==> src/rtl/stream_fifo_pkg.sv <==
// Shared definitions for stream_fifo: default geometry, pointer width helper, level type.
package stream_fifo_pkg;

  localparam int DEF_DATA_WIDTH = 32;
  localparam int DEF_ADDR_WIDTH = 3;
  localparam int DEF_DEPTH      = 2 ** DEF_ADDR_WIDTH;

  // One extra bit distinguishes full from empty when the low bits match.
  function automatic int ptr_width(input int aw);
    return aw + 1;
  endfunction

  typedef logic [DEF_ADDR_WIDTH:0] level_t;

endpackage

==> src/rtl/dual_port_ram.sv <==
// Simple dual-port storage: synchronous write, combinational read, contents not reset.
module dual_port_ram #(
  parameter int DATA_WIDTH = 32,
  parameter int ADDR_WIDTH = 3
)(
  input  logic                  clk,
  input  logic                  write_en_i,
  input  logic [ADDR_WIDTH-1:0] write_addr_i,
  input  logic [DATA_WIDTH-1:0] data_i,
  input  logic                  read_en_i,
  input  logic [ADDR_WIDTH-1:0] read_addr_i,
  output logic [DATA_WIDTH-1:0] data_o
);

  logic [DATA_WIDTH-1:0] mem [2**ADDR_WIDTH];

  always_ff @(posedge clk) begin
    if (write_en_i) mem[write_addr_i] <= data_i;
  end

  assign data_o = read_en_i ? mem[read_addr_i] : '0;

endmodule

==> src/rtl/stream_fifo.sv <==
// First-word-fall-through FIFO with valid/ready on both sides over a dual_port_ram.
// Define STREAM_FIFO_LEVEL_EN to add the level_o / almost_full_o occupancy outputs.
module stream_fifo
  import stream_fifo_pkg::*;
#(
  parameter int DATA_WIDTH   = DEF_DATA_WIDTH,
  parameter int ADDR_WIDTH   = DEF_ADDR_WIDTH,
  parameter int AFULL_THRESH = (2 ** ADDR_WIDTH) - 2
)(
  input  logic                  clk,
  input  logic                  rst_n,
  input  logic                  flush_i,
  input  logic [DATA_WIDTH-1:0] in_data_i,
  input  logic                  in_valid_i,
  output logic                  in_ready_o,
  output logic [DATA_WIDTH-1:0] out_data_o,
  output logic                  out_valid_o,
  input  logic                  out_ready_i
`ifdef STREAM_FIFO_LEVEL_EN
  ,
  output logic [ADDR_WIDTH:0]   level_o,
  output logic                  almost_full_o
`endif
);

  localparam int PW = ptr_width(ADDR_WIDTH);

  logic [PW-1:0]         wr_ptr, rd_ptr;
  logic                  empty, full, push, pop;
  logic [DATA_WIDTH-1:0] ram_rdata;

  assign empty = (wr_ptr == rd_ptr);
  assign full  = (wr_ptr[ADDR_WIDTH-1:0] == rd_ptr[ADDR_WIDTH-1:0]) &&
                 (wr_ptr[ADDR_WIDTH] != rd_ptr[ADDR_WIDTH]);

  // Ready/valid come only from registered pointers: no pass-through when full.
  assign in_ready_o  = !full;
  assign out_valid_o = !empty;
  assign push        = in_valid_i & in_ready_o;
  assign pop         = out_valid_o & out_ready_i;
  assign out_data_o  = empty ? '0 : ram_rdata;

  always_ff @(posedge clk or negedge rst_n) begin
    if (!rst_n) begin
      wr_ptr <= '0;
      rd_ptr <= '0;
    end else if (flush_i) begin
      wr_ptr <= '0;
      rd_ptr <= '0;
    end else begin
      if (push) wr_ptr <= wr_ptr + PW'(1);
      if (pop)  rd_ptr <= rd_ptr + PW'(1);
    end
  end

  dual_port_ram #(
    .DATA_WIDTH (DATA_WIDTH),
    .ADDR_WIDTH (ADDR_WIDTH)
  ) u_mem (
    .clk          (clk),
    .write_en_i   (push),
    .write_addr_i (wr_ptr[ADDR_WIDTH-1:0]),
    .data_i       (in_data_i),
    .read_en_i    (1'b1),
    .read_addr_i  (rd_ptr[ADDR_WIDTH-1:0]),
    .data_o       (ram_rdata)
  );

`ifdef STREAM_FIFO_LEVEL_EN
  localparam logic [PW-1:0] AFULL_LVL = PW'(AFULL_THRESH);
  logic [PW-1:0] level;

  assign level         = wr_ptr - rd_ptr;
  assign level_o       = level;
  assign almost_full_o = (level >= AFULL_LVL);
`else
  logic unused_afull_thresh;
  assign unused_afull_thresh = (AFULL_THRESH != 0);
`endif

endmodule

==> config.mk <==
export PLATFORM = sky130hd
export DESIGN_NAME = stream_fifo
export DESIGN_NICKNAME = d
export VERILOG_FILES = /design/src/rtl/stream_fifo_pkg.sv /design/src/rtl/dual_port_ram.sv /design/src/rtl/stream_fifo.sv
export SDC_FILE = /design/constraint.sdc
export NUM_CORES = 1
export LEC_CHECK = 0
export CAP_MARGIN = 5
export CORE_MARGIN = 2
export CORE_UTILIZATION = 41
export DETAILED_ROUTE_END_ITERATION = 6
export GPL_TIMING_DRIVEN = 1
export SLEW_MARGIN = 20
export SYNTH_ARGS = -nofsm -noshare
export SYNTH_HDL_FRONTEND = slang
export SYNTH_SLANG_ARGS = --single-unit
==> constraint.sdc <==
create_clock -name clk -period 9.1 [get_ports clk]
set_clock_uncertainty 0.2 [all_clocks]
set_input_delay 1.365 -clock clk [delete_from_list [all_inputs] [get_ports clk]]
set_output_delay 1.365 -clock clk [all_outputs]
set_load 0.05 [all_outputs]
==> summary.txt, run 1 <==
Outcome
  • Status: complete, no violations

Global route
  • Pin count of the biggest net entering global routing: 70
  • Overflow after GRT: 0
  • Initial antenna violation count: 1
  • Vias in the first global route: 5127
  • All-layer global routing usage: 15.1%
  • Global-route wire length before repair: 29800 um

Power and ir drop
  • Total Power: 2.96 mW
  • Sw power: 0.756 mW
  • Pint: 2.20 mW
  • Gate power share: 17.6%
  • Net Sw Frac: 25.6%
  • Leak: 3.80 nW
  • Flop pwr share: 47.5%
  • PwrDens: 239 nW/um2
  • Worst vdd ir: 134 uV
  • Clk pwr share: 34.9%

Timing
  • Final Setup Violations: 0
  • Relative max-transition margin: 27.6%
  • RSZ-0062 raised after global routing: no
  • Final Max Tran Viols: 0
  • Min cycle time layout: 5740 ps
  • Max Fclk: 0.174 GHz
  • PnR worst setup slack: 3360 ps
  • Post-route setup TNS: 0 ps
  • Final Cycle Share: 63.1%
  • Hold violation count in the final report: 0
  • Final hold slack: 534 ps
  • Worst slew pin tran: 1080 ps

Clock tree
  • Clock buffer depth: 3
  • Post-cts sizing count: 0
  • CTS buffer count: 27
  • # hold bufs at CTS: 0
  • Worst-skew pair later-pin latency: 520 ps
  • CTS sink cnt: 264
  • Clock transition at the registers of the reported paths: 70 ps
  • Clock root buffer master: clkbuf_16
  • Htree depth: 1
  • CTS tree: yes
  • Setup bufs post-CTS: 0

Logic synthesis
  • Post-synthesis cell type count: 34
  • Sequential fraction of the synthesis area: 75.7%
  • Syn_nets: 527
  • Syn. warnings: 0
  • Post-synthesis cell area: 10400 um2
  • Avg Inst Size Synth: 21.3 um2
  • Yosys reg bits: 264
  • Gate Count Post-Synth: 488

Worst setup path
  • Worst EP arrival: 4180 ps
  • Buf/Inv on CP: 2
  • Crit. End Element: output port
  • CP delay by family, top: buffers and inverters
  • Startpoint type of the worst setup path: flop
  • Cell Chain, Critical Path: xor2_2 > nor4_4 > buf_4 > nor2_1 > clkdlybuf4s50_1
  • WS Path Type: reg -> out
  • CP max stage delay: 1100 ps
  • Worst endpoint required time: 7540 ps
  • Slowest stage cell, crit path: dfrtp_4
  • Worst Path Max Fanout: 69

Die
  • Die area: 26700 um2
  • Height of the chip: 163 um
  • Initial Utilization: 41.6%
  • I/O Pins: 71
  • # rows: 58
  • Die width: 163 um
  • CORE AREA: 25000 um2

Place
  • Routability congestion estimate from global placement: 0.719
  • Dpl ws: 3730 ps
  • HPWL reported at the end of detailed placement: 10600 um
  • IO Port Bufs: 70
  • Area after DPL: 11500 um2

Worst hold path
  • Worst min path class: reg -> reg

Route
  • Remaining antenna violation count: 0
  • DR vias/cell: 5.25
  • # DRC: 0
  • Drt first pass iters: 4
  • Detailed-route via count: 4797
  • Routed WL per cell: 21.4 um
  • Total wire length: 19600 um
  • Number of DRC markers in iteration 0: 348

Finish
  • Final Cell Area: 12400 um2
  • N_diodes: 0
  • Layout cells sized above 1: 21.6%
  • Area growth syn-to-layout: 18.7%
  • NumNets Final: 608
  • Fill count: 2008

Run
  • Max Cap Viol: 0
==> kinds of logic after synthesis <==
| family | after synthesis | share of synthesized area, % |
|---|---|---|
| AOI/OAI and AO/OA | 7 | 0.612 |
| xor gates and xnor gates | 8 | 0.745 |
| adders and majority gates | 2 | 0.240 |
| buffers and inverters | 31 | 1.54 |
| DFF | 264 | 75.7 |
| muxes | 104 | 17.7 |
| and+or+nand+nor | 72 | 3.43 |
==> power by group through the flow <==
stage	logic [mW]	clock network [mW]	registers (mW)
finish	0.521	1.03	1.40
CTS	0.532	1.06	1.41
detailed placement	0.531	0	1.43
global route	0.554	1.11	1.41
floorplan	0.393	0	1.40
global placement	0.528	0	1.43
==> area by class of cell <==
cell class	count	area [um2]	area share, %
tap	330	413	3.34
clock buffer	34	702	5.68
clock inverter	10	120	0.972
sequential	264	7900	63.9
multi-input combinational	193	2440	19.7
timing repair buffer	81	783	6.34
inverter	2	7.51	0.0607
==> cells in the mapped netlist <==
master / n / area (um2)
inv_1: 1 / 3.75
nor3_1: 6 / 30.0
o41ai_1: 1 / 8.76
nor4_4: 1 / 21.3
buf_4: 4 / 30.0
nor2_1: 37 / 139
ha_1: 2 / 25.0
inv_2: 1 / 3.75
xor2_2: 1 / 16.3
mux2_1: 2 / 22.5
mux4_2: 64 / 1440
nor3b_1: 1 / 7.51
or3_1: 2 / 12.5
nand4_1: 4 / 25.0
buf_6: 1 / 11.3
edfxtp_1: 256 / 7690
o41a_1: 2 / 22.5
clkbuf_1: 5 / 18.8
o211ai_1: 2 / 15.0
buf_2: 16 / 80.1
nand2_1: 4 / 15.0
mux2_2: 2 / 22.5
and3b_1: 1 / 8.76
a41oi_1: 2 / 17.5
xnor2_1: 4 / 35.0
nand3_1: 1 / 5.00
buf_1: 2 / 7.51
clkbuf_2: 1 / 5.00
xor2_1: 3 / 26.3
mux2i_1: 36 / 360
dfrtp_1: 8 / 200
nor2b_1: 6 / 37.5
nor4_1: 4 / 25.0
nand2b_1: 5 / 31.3
==> metal layers <==
layer / up-vias / routed length (um) / track usage, % / share of wire, %
met5: - / 16 / 0 / 0.082
met4: 2 / 236 / 4.18 / 1.2
met3: 19 / 1250 / 2.69 / 6.4
met2: 124 / 9850 / 25.4 / 50
met1: 2480 / 8210 / 20.3 / 42
li1: 2172 / - / - / -
==> registers in the layout (all words and copies together) (netlist names) <==
register   count
u_mem.mem    256
wr_ptr         4
rd_ptr         4
==> tightest hold or removal path, cell delays in order (launching register included) <==
cell,delay [ps]
dfrtp_1,480
or3_1,150
o211ai_1,70
==> cells in the final DEF, fill, tap and decap left out, types with 2 or more instances in the layout <==
master,instances
a41oi_1,2
buf_4,11
bufinv_16,3
clkbuf_1,7
clkbuf_16,27
clkdlybuf4s50_1,70
clkinv_1,4
clkinv_2,3
dfrtp_1,5
dfrtp_4,2
edfxtp_1,256
ha_1,2
mux2_1,2
mux2_2,2
mux2i_1,36
mux4_2,64
nand2_1,4
nand2b_1,5
nand4_1,4
nor2_1,36
nor2b_1,6
nor3_1,2
nor3_2,4
nor4_2,3
nor4_4,2
o211ai_1,2
o41a_1,2
or3_1,2
xnor2_1,4
xor2_1,3
==> final timing paths <==
| path | start | to | slack (ps) | cells past startpoint |
|---|---|---|---|---|
| worst max-delay path | rd_ptr[1] | out_data_o[1] | 3360 | 5 |
| worst min-delay path | wr_ptr[3] | wr_ptr[3] | 530 | 2 |
| worst max register to register | rd_ptr[2] | u_mem.mem[6][7] | 5530 | 5 |
| worst min register to register | wr_ptr[3] | wr_ptr[3] | 530 | 2 |
| max in group asynchronous | rst_n | rd_ptr[1] | 7450 | 1 |
| min in group asynchronous | rst_n | rd_ptr[0] | 930 | 1 |
==> stage by stage <==
step / util (%) / instances
floorplan: - / 488
global placement: 46.0 / 870
detailed placement: 46.1 / 870
CTS: 49.4 / 914
global route: 49.4 / 914
finish: 49.4 / 914
Note: power is estimated with default switching activity, not from simulation.
==> run 2: changes to the inputs <==
==> constraint.sdc (replaced) <==
create_clock -name clk -period 5.35 [get_ports clk]
set_clock_uncertainty 0.2 [all_clocks]
set_input_delay 0.8025 -clock clk [delete_from_list [all_inputs] [get_ports clk]]
set_output_delay 0.8025 -clock clk [all_outputs]
set_load 0.05 [all_outputs]
==> run 2 against run 1 <==
Net effect:
- setup slack lost 2400 ps
- combinational power grew 75%
- wire length grew 4.5%
- total power grew 70%
- critical path depth is the same
- cell count grew 0.98%
- global-route usage grew 0.76 points
- sequential power grew 70%
- via count grew 2.2%
- worst hold slack lost 150 ps
- design area grew 0.24%
- critical endpoint is now out_data_o[14]
- highest routed layer unchanged
==> summary.txt, run 2 (synthesis results as in run 1) <==
Outcome
  • Status: complete, no violations

Timing
  • Final Setup Violations: 0 (unchanged)
  • Worst slew pin tran: 838 ps (-240 ps)
  • Post-route setup TNS: 0 ps (unchanged)
  • Hold violation count in the final report: 0 (unchanged)
  • Final Max Tran Viols: 0 (unchanged)
  • Min cycle time layout: 4420 ps
  • Max Fclk: 0.226 GHz
  • Relative max-transition margin: 44.1% (+17 points)
  • RSZ-0062 raised after global routing: no
  • Final Cycle Share: 82.6%

Route
  • Number of DRC markers in iteration 0: 495 (+42%)
  • Routed WL per cell: 22.1 um (+3.5%)
  • Detailed-route via count: 4904 (+2.2%)
  • Total wire length: 20400 um (+4.5%)
  • DR vias/cell: 5.31 (+1.2%)
  • # DRC: 0 (unchanged)
  • Remaining antenna violation count: 0 (unchanged)
  • Drt first pass iters: 5 (+1)

Place
  • HPWL reported at the end of detailed placement: 11200 um (+5.3%)
  • Routability congestion estimate from global placement: 0.744 (+3.6%)
  • Area after DPL: 11600 um2 (+0.19%)
  • IO Port Bufs: 70 (unchanged)
  • Post-Place Cells: 876 (+0.69%)

Die
  • # rows: 58 (unchanged)
  • CORE AREA: 25000 um2 (unchanged)
  • I/O Pins: 71 (unchanged)
  • Initial Utilization: 41.6% (unchanged)
  • Die width: 163 um (unchanged)
  • Height of the chip: 163 um (unchanged)
  • Die area: 26700 um2 (unchanged)

Clock tree
  • Post-cts sizing count: 0 (unchanged)
  • Setup bufs post-CTS: 0 (unchanged)
  • Clock transition at the registers of the reported paths: 60 ps (about the same)
  • Clock root buffer master: clkbuf_16
  • Worst-skew pair later-pin latency: 520 ps (about the same)
  • Htree depth: 1 (unchanged)
  • # hold bufs at CTS: 0 (unchanged)
  • CTS buffer count: 27 (unchanged)
  • CTS tree: yes
  • Clock buffer depth: 3 (unchanged)
  • CTS sink cnt: 264 (unchanged)

Worst setup path
  • Slowest stage cell, crit path: dfrtp_4
  • Startpoint type of the worst setup path: flop
  • WS Path Type: reg -> out
  • Worst endpoint required time: 4350 ps (-3190 ps)
  • Worst EP arrival: 3420 ps (-760 ps)
  • Reg2reg setup slack: 2230 ps (-3300 ps)
  • FF-to-FF Start: rd_ptr[0]
  • Crit. End Element: output port
  • FF-to-FF path depth: 4 (-1)
  • Worst Setup SP: rd_ptr[0]
  • Buf/Inv on CP: 2 (unchanged)
  • Worst Path Max Fanout: 38 (-45%)
  • Cell Chain, Critical Path: xor2_1 > nor4_4 > buf_4 > nor2_1 > clkdlybuf4s50_1
  • RR Endpoint: u_mem.mem[0][19]
  • CP delay by family, top: buffers and inverters
  • CP max stage delay: 920 ps (-180 ps)

Finish
  • Max reg flops: 256 (unchanged)
  • Most frequent cells in the layout: 256 x edfxtp_1, 70 x clkdlybuf4s50_1, 64 x mux4_2
  • Area growth syn-to-layout: 18.9%
  • Final Cell Area: 12400 um2 (+0.24%)
  • Commonest non-fill, non-tap cell in the layout: edfxtp_1
  • N_diodes: 0 (unchanged)
  • Finished Layout Cells: 923 (+0.98%)
  • Most flops, register: u_mem.mem
  • Layout cells sized above 1: 22.4% (+0.85 points)
  • NumNets Final: 614 (+0.99%)
  • Top flop regs: u_mem.mem: 256 flops, rd_ptr: 4 flops, wr_ptr: 4 flops

Global route
  • Initial antenna violation count: 1 (unchanged)
  • All-layer global routing usage: 15.8% (+0.76 points)
  • Pin count of the biggest net entering global routing: 58 (-17%)
  • Overflow after GRT: 0 (unchanged)
  • Global-route wire length before repair: 31700 um (+6.3%)
  • Vias in the first global route: 5286 (+3.1%)

Power and ir drop
  • PwrDens: 405 nW/um2 (+69%)
  • Worst vdd ir: 187 uV (+40%)
  • Leak: 3.82 nW (+0.64%)

Worst hold path
  • Worst min path class: in -> async

Run
  • Max Cap Viol: 0 (unchanged)
run 2: worst max-delay path by stage:
stage,end,slack [ps],cells past startpoint
3_5_place_dp,in_ready_o,1120,4
3_3_place_gp,in_ready_o,1210,4
2_1_floorplan,u_mem.mem[0][0],390,4
6_report,out_data_o[14],930,5
4_1_cts,in_ready_o,550,4
5_1_grt,out_data_o[26],650,5
run 2: area by class of cell:
type	instances	area [um2]
Timing Repair Buffer	87	828
Sequential cell	264	7900
Tap cell	330	413
Clock inverter	14	118
Inverter	2	7.51
Multi-Input combinational cell	193	2430
Clock buffer	33	698
Fill cell	2044	12600
run 2: worst register-to-register path: cells and delay by family, from the launching register on:
family / cells / cell delay (ps)
XOR/XNOR: 1 / 560
flip-flops: 1 / 920
buffers and inverters: 1 / 490
AND/OR/NAND/NOR: 2 / 590
run 2: where the power goes:
| group | switching, mW | leakage [nW] | internal, mW |
|---|---|---|---|
| clock network | 0.720 | 0.395 | 1.02 |
| registers | 0.0540 | 2.43 | 2.32 |
| logic | 0.541 | 0.998 | 0.369 |
run 2: through the flow:
stage | hold slack (ps) | power, mW | util, % | setup slack (ps)
detailed placement | 524 | 3.35 | 46.2 | 1120
finish | 385 | 5.02 | 49.5 | 932
floorplan | 307 | 3.04 | - | 393
CTS | 383 | 5.08 | 49.4 | 552
global route | 405 | 5.21 | 49.5 | 654
global placement | 479 | 3.34 | 46.2 | 1210
run 2: routing by layer:
metal  routed length (um)  part of all wire (%)  track usage, %  vias up
met1                 8620                    42            21.4     2554
met4                  392                   1.9            4.34        2
met2                10200                    50            26.7      134
li1                     -                     -               -     2180
met5                   11                 0.054               0        -
met3                 1240                   6.1            2.77       34
==> run 3: changes to the inputs <==
==> constraint.sdc (replaced) <==
create_clock -name clk -period 3.6 [get_ports clk]
set_clock_uncertainty 0.2 [all_clocks]
set_input_delay 0.54 -clock clk [delete_from_list [all_inputs] [get_ports clk]]
set_output_delay 0.54 -clock clk [all_outputs]
set_load 0.05 [all_outputs]
==> run 3 against run 2 <==
Net effect:
- design area is 1.9% higher
- sequential share of layout area is 1.2 points lower
- critical path depth did not move
- core utilization increased by 0.96 points
- wire length up 1.4%
- largest power group unchanged
==> summary.txt, run 3 (synthesis results as in run 1) <==
Worst setup path
  • Worst Path Max Fanout: 22 (-42%)
  • Slowest stage cell, crit path: dfrtp_1
  • FF-to-FF Start: wr_ptr[0]
  • Worst EP arrival: 2690 ps (-730 ps)
  • Startpoint type of the worst setup path: flop
  • Cell Chain, Critical Path: xor2_1 > nor4_4 > buf_4 > nor2_1 > buf_4
  • Crit. End Element: output port
  • Most used cell, CP: buf_4
  • CP max stage delay: 740 ps (-180 ps)
  • Worst endpoint required time: 2860 ps (-1490 ps)
  • Worst Setup SP: wr_ptr[0]
  • WS Path Type: reg -> out

Global route
  • Vias in the first global route: 5193 (-1.8%)
  • Global-route wire length before repair: 31400 um (-0.76%)
  • Met2 Track Usage GR: 25.9% (-0.82 points)
  • GR peak layer: met2
  • Initial antenna violation count: 0 (-1)
  • Met1 usage: 21.9% (+0.53 points)
  • Overflow after GRT: 0 (unchanged)
  • All-layer global routing usage: 15.8% (-0.037 points)
  • Pin count of the biggest net entering global routing: 69 (+19%)
  • GR Util met3: 2.77% (unchanged)

Power and ir drop
  • Gate power share: 17.4% (-0.7 points)
  • Total Power: 7.96 mW (+58%)
  • Sw power: 2.05 mW (+56%)
  • Pint: 5.91 mW (+59%)
  • Leak: 4.02 nW (+5.0%)
  • Net Sw Frac: 25.8% (-0.40 points)
  • PwrDens: 630 nW/um2 (+55%)
  • Flop pwr share: 43.9% (-3.4 points)
  • Clk pwr share: 38.7% (+4.1 points)
  • Worst vdd ir: 388 uV (+110%)

Clock tree
  • Worst-skew pair later-pin latency: 530 ps (about the same)
  • CTS buffer count: 28 (+3.7%)
  • Clock transition at the registers of the reported paths: 60 ps (about the same)
  • CTS sink cnt: 264 (unchanged)
  • Htree depth: 1 (unchanged)
  • Clock root buffer master: clkbuf_16
  • Clock buffer depth: 3 (unchanged)
  • CTS tree: yes

Outcome
  • Status: complete, no violations

Timing
  • PnR worst setup slack: 169 ps (-763 ps)
  • Final Cycle Share: 95.3%
  • RSZ-0062 raised after global routing: no
  • Hold violation count in the final report: 0 (unchanged)
  • Relative max-transition margin: 50.0% (+5.9 points)
  • Worst slew pin tran: 750 ps (-87.9 ps)
  • Final Max Tran Viols: 0 (unchanged)
  • Final hold slack: 127 ps (-258 ps)
  • Min cycle time layout: 3430 ps
  • Max Fclk: 0.291 GHz
  • Final Setup Violations: 0 (unchanged)
  • Post-route setup TNS: 0 ps (unchanged)

Finish
  • N_diodes: 0 (unchanged)
  • Max reg flops: 256 (unchanged)
  • Commonest non-fill, non-tap cell in the layout: edfxtp_1
  • Top flop regs: u_mem.mem: 256 flops, rd_ptr: 4 flops, wr_ptr: 4 flops
  • Area growth syn-to-layout: 21.2%
  • Most flops, register: u_mem.mem
  • NumNets Final: 621 (+1.1%)
  • Final core occ: 50.5% (+0.96 points)
  • Most frequent cells in the layout: 256 x edfxtp_1, 64 x mux4_2, 52 x buf_4
  • Finished Layout Cells: 933 (+1.1%)
  • Final Cell Area: 12600 um2 (+1.9%)
  • Layout cells sized above 1: 30.8% (+8.4 points)

Route
  • Routed WL per cell: 22.2 um (+0.35%)
  • Remaining antenna violation count: 0 (unchanged)
  • # DRC: 0 (unchanged)
  • Drt first pass iters: 4 (-1)
  • Number of DRC markers in iteration 0: 332 (-33%)
  • Detailed-route via count: 4918 (+0.29%)
  • Total wire length: 20700 um (+1.4%)
  • DR vias/cell: 5.27 (-0.79%)

Die
  • I/O Pins: 71 (unchanged)
  • # rows: 58 (unchanged)
  • CORE AREA: 25000 um2 (unchanged)
  • Height of the chip: 163 um (unchanged)
  • Die width: 163 um (unchanged)
  • Initial Utilization: 41.6% (unchanged)
  • Die area: 26700 um2 (unchanged)

Run
  • Max Cap Viol: 0 (unchanged)

Place
  • IO Port Bufs: 70 (unchanged)
  • Dpl ws: 660 ps (-456 ps)
  • Post-Place Cells: 881 (+0.57%)
  • Area after DPL: 11600 um2 (+0.41%)
  • Routability congestion estimate from global placement: 0.757 (+1.7%)
  • HPWL reported at the end of detailed placement: 11300 um (+0.74%)

Worst hold path
  • Worst min path class: in -> async
==> run 3: power by group through the flow <==
stage | sequential [mW] | combinational [mW] | clock [mW]
final | 3.50 | 1.38 | 3.08
after global routing | 3.50 | 1.47 | 3.27
after CTS | 3.51 | 1.38 | 3.14
after detailed placement | 3.58 | 1.38 | 0
after global placement | 3.57 | 1.37 | 0
after floorplan | 3.53 | 0.995 | 0
==> run 3: final cells by class <==
class	instances	area, um2
Timing Repair Buffer	93	846
Multi-Input combinational cell	193	2460
Sequential cell	264	7900
Clock buffer	30	708
Fill cell	2015	12400
Tap cell	330	413
Clock inverter	21	299
Inverter	2	7.51
==> run 3: routing by layer <==
layer / routed length [um] / vias up / part of all wire, %
li1: - / 2195 / -
met3: 960 / 37 / 4.6
met2: 10100 / 114 / 49
met5: 0 / - / 0
met4: 520 / 0 / 2.5
met1: 9180 / 2572 / 44
==> run 3: worst paths after layout <==
path | endpoint | slack (ps) | cells after the start
worst max-delay path | out_data_o[14] | 170 | 5
worst min-delay path | rd_ptr[0] | 130 | 1
worst max register to register | u_mem.mem[1][22] | 680 | 5
worst min register to register | wr_ptr[3] | 550 | 2
max in group asynchronous | rd_ptr[1] | 2720 | 1
min in group clk | u_mem.mem[5][20] | 540 | 1
==> run 3: worst max-delay path, delay by kind of cell, from the launching register on <==
| kind | cells | cell delay (ps) |
|---|---|---|
| and+or+nand+nor | 2 | 490 |
| xor gates and xnor gates | 1 | 310 |
| DFF | 1 | 740 |
| buffers and inverters | 2 | 600 |
==> run 3: timing repair <==
item                       4_1_cts  5_1_grt
setup endpoints to repair        0        1
resized for setup                0        0
buffers inserted                 0        1
hold buffers                     0        0
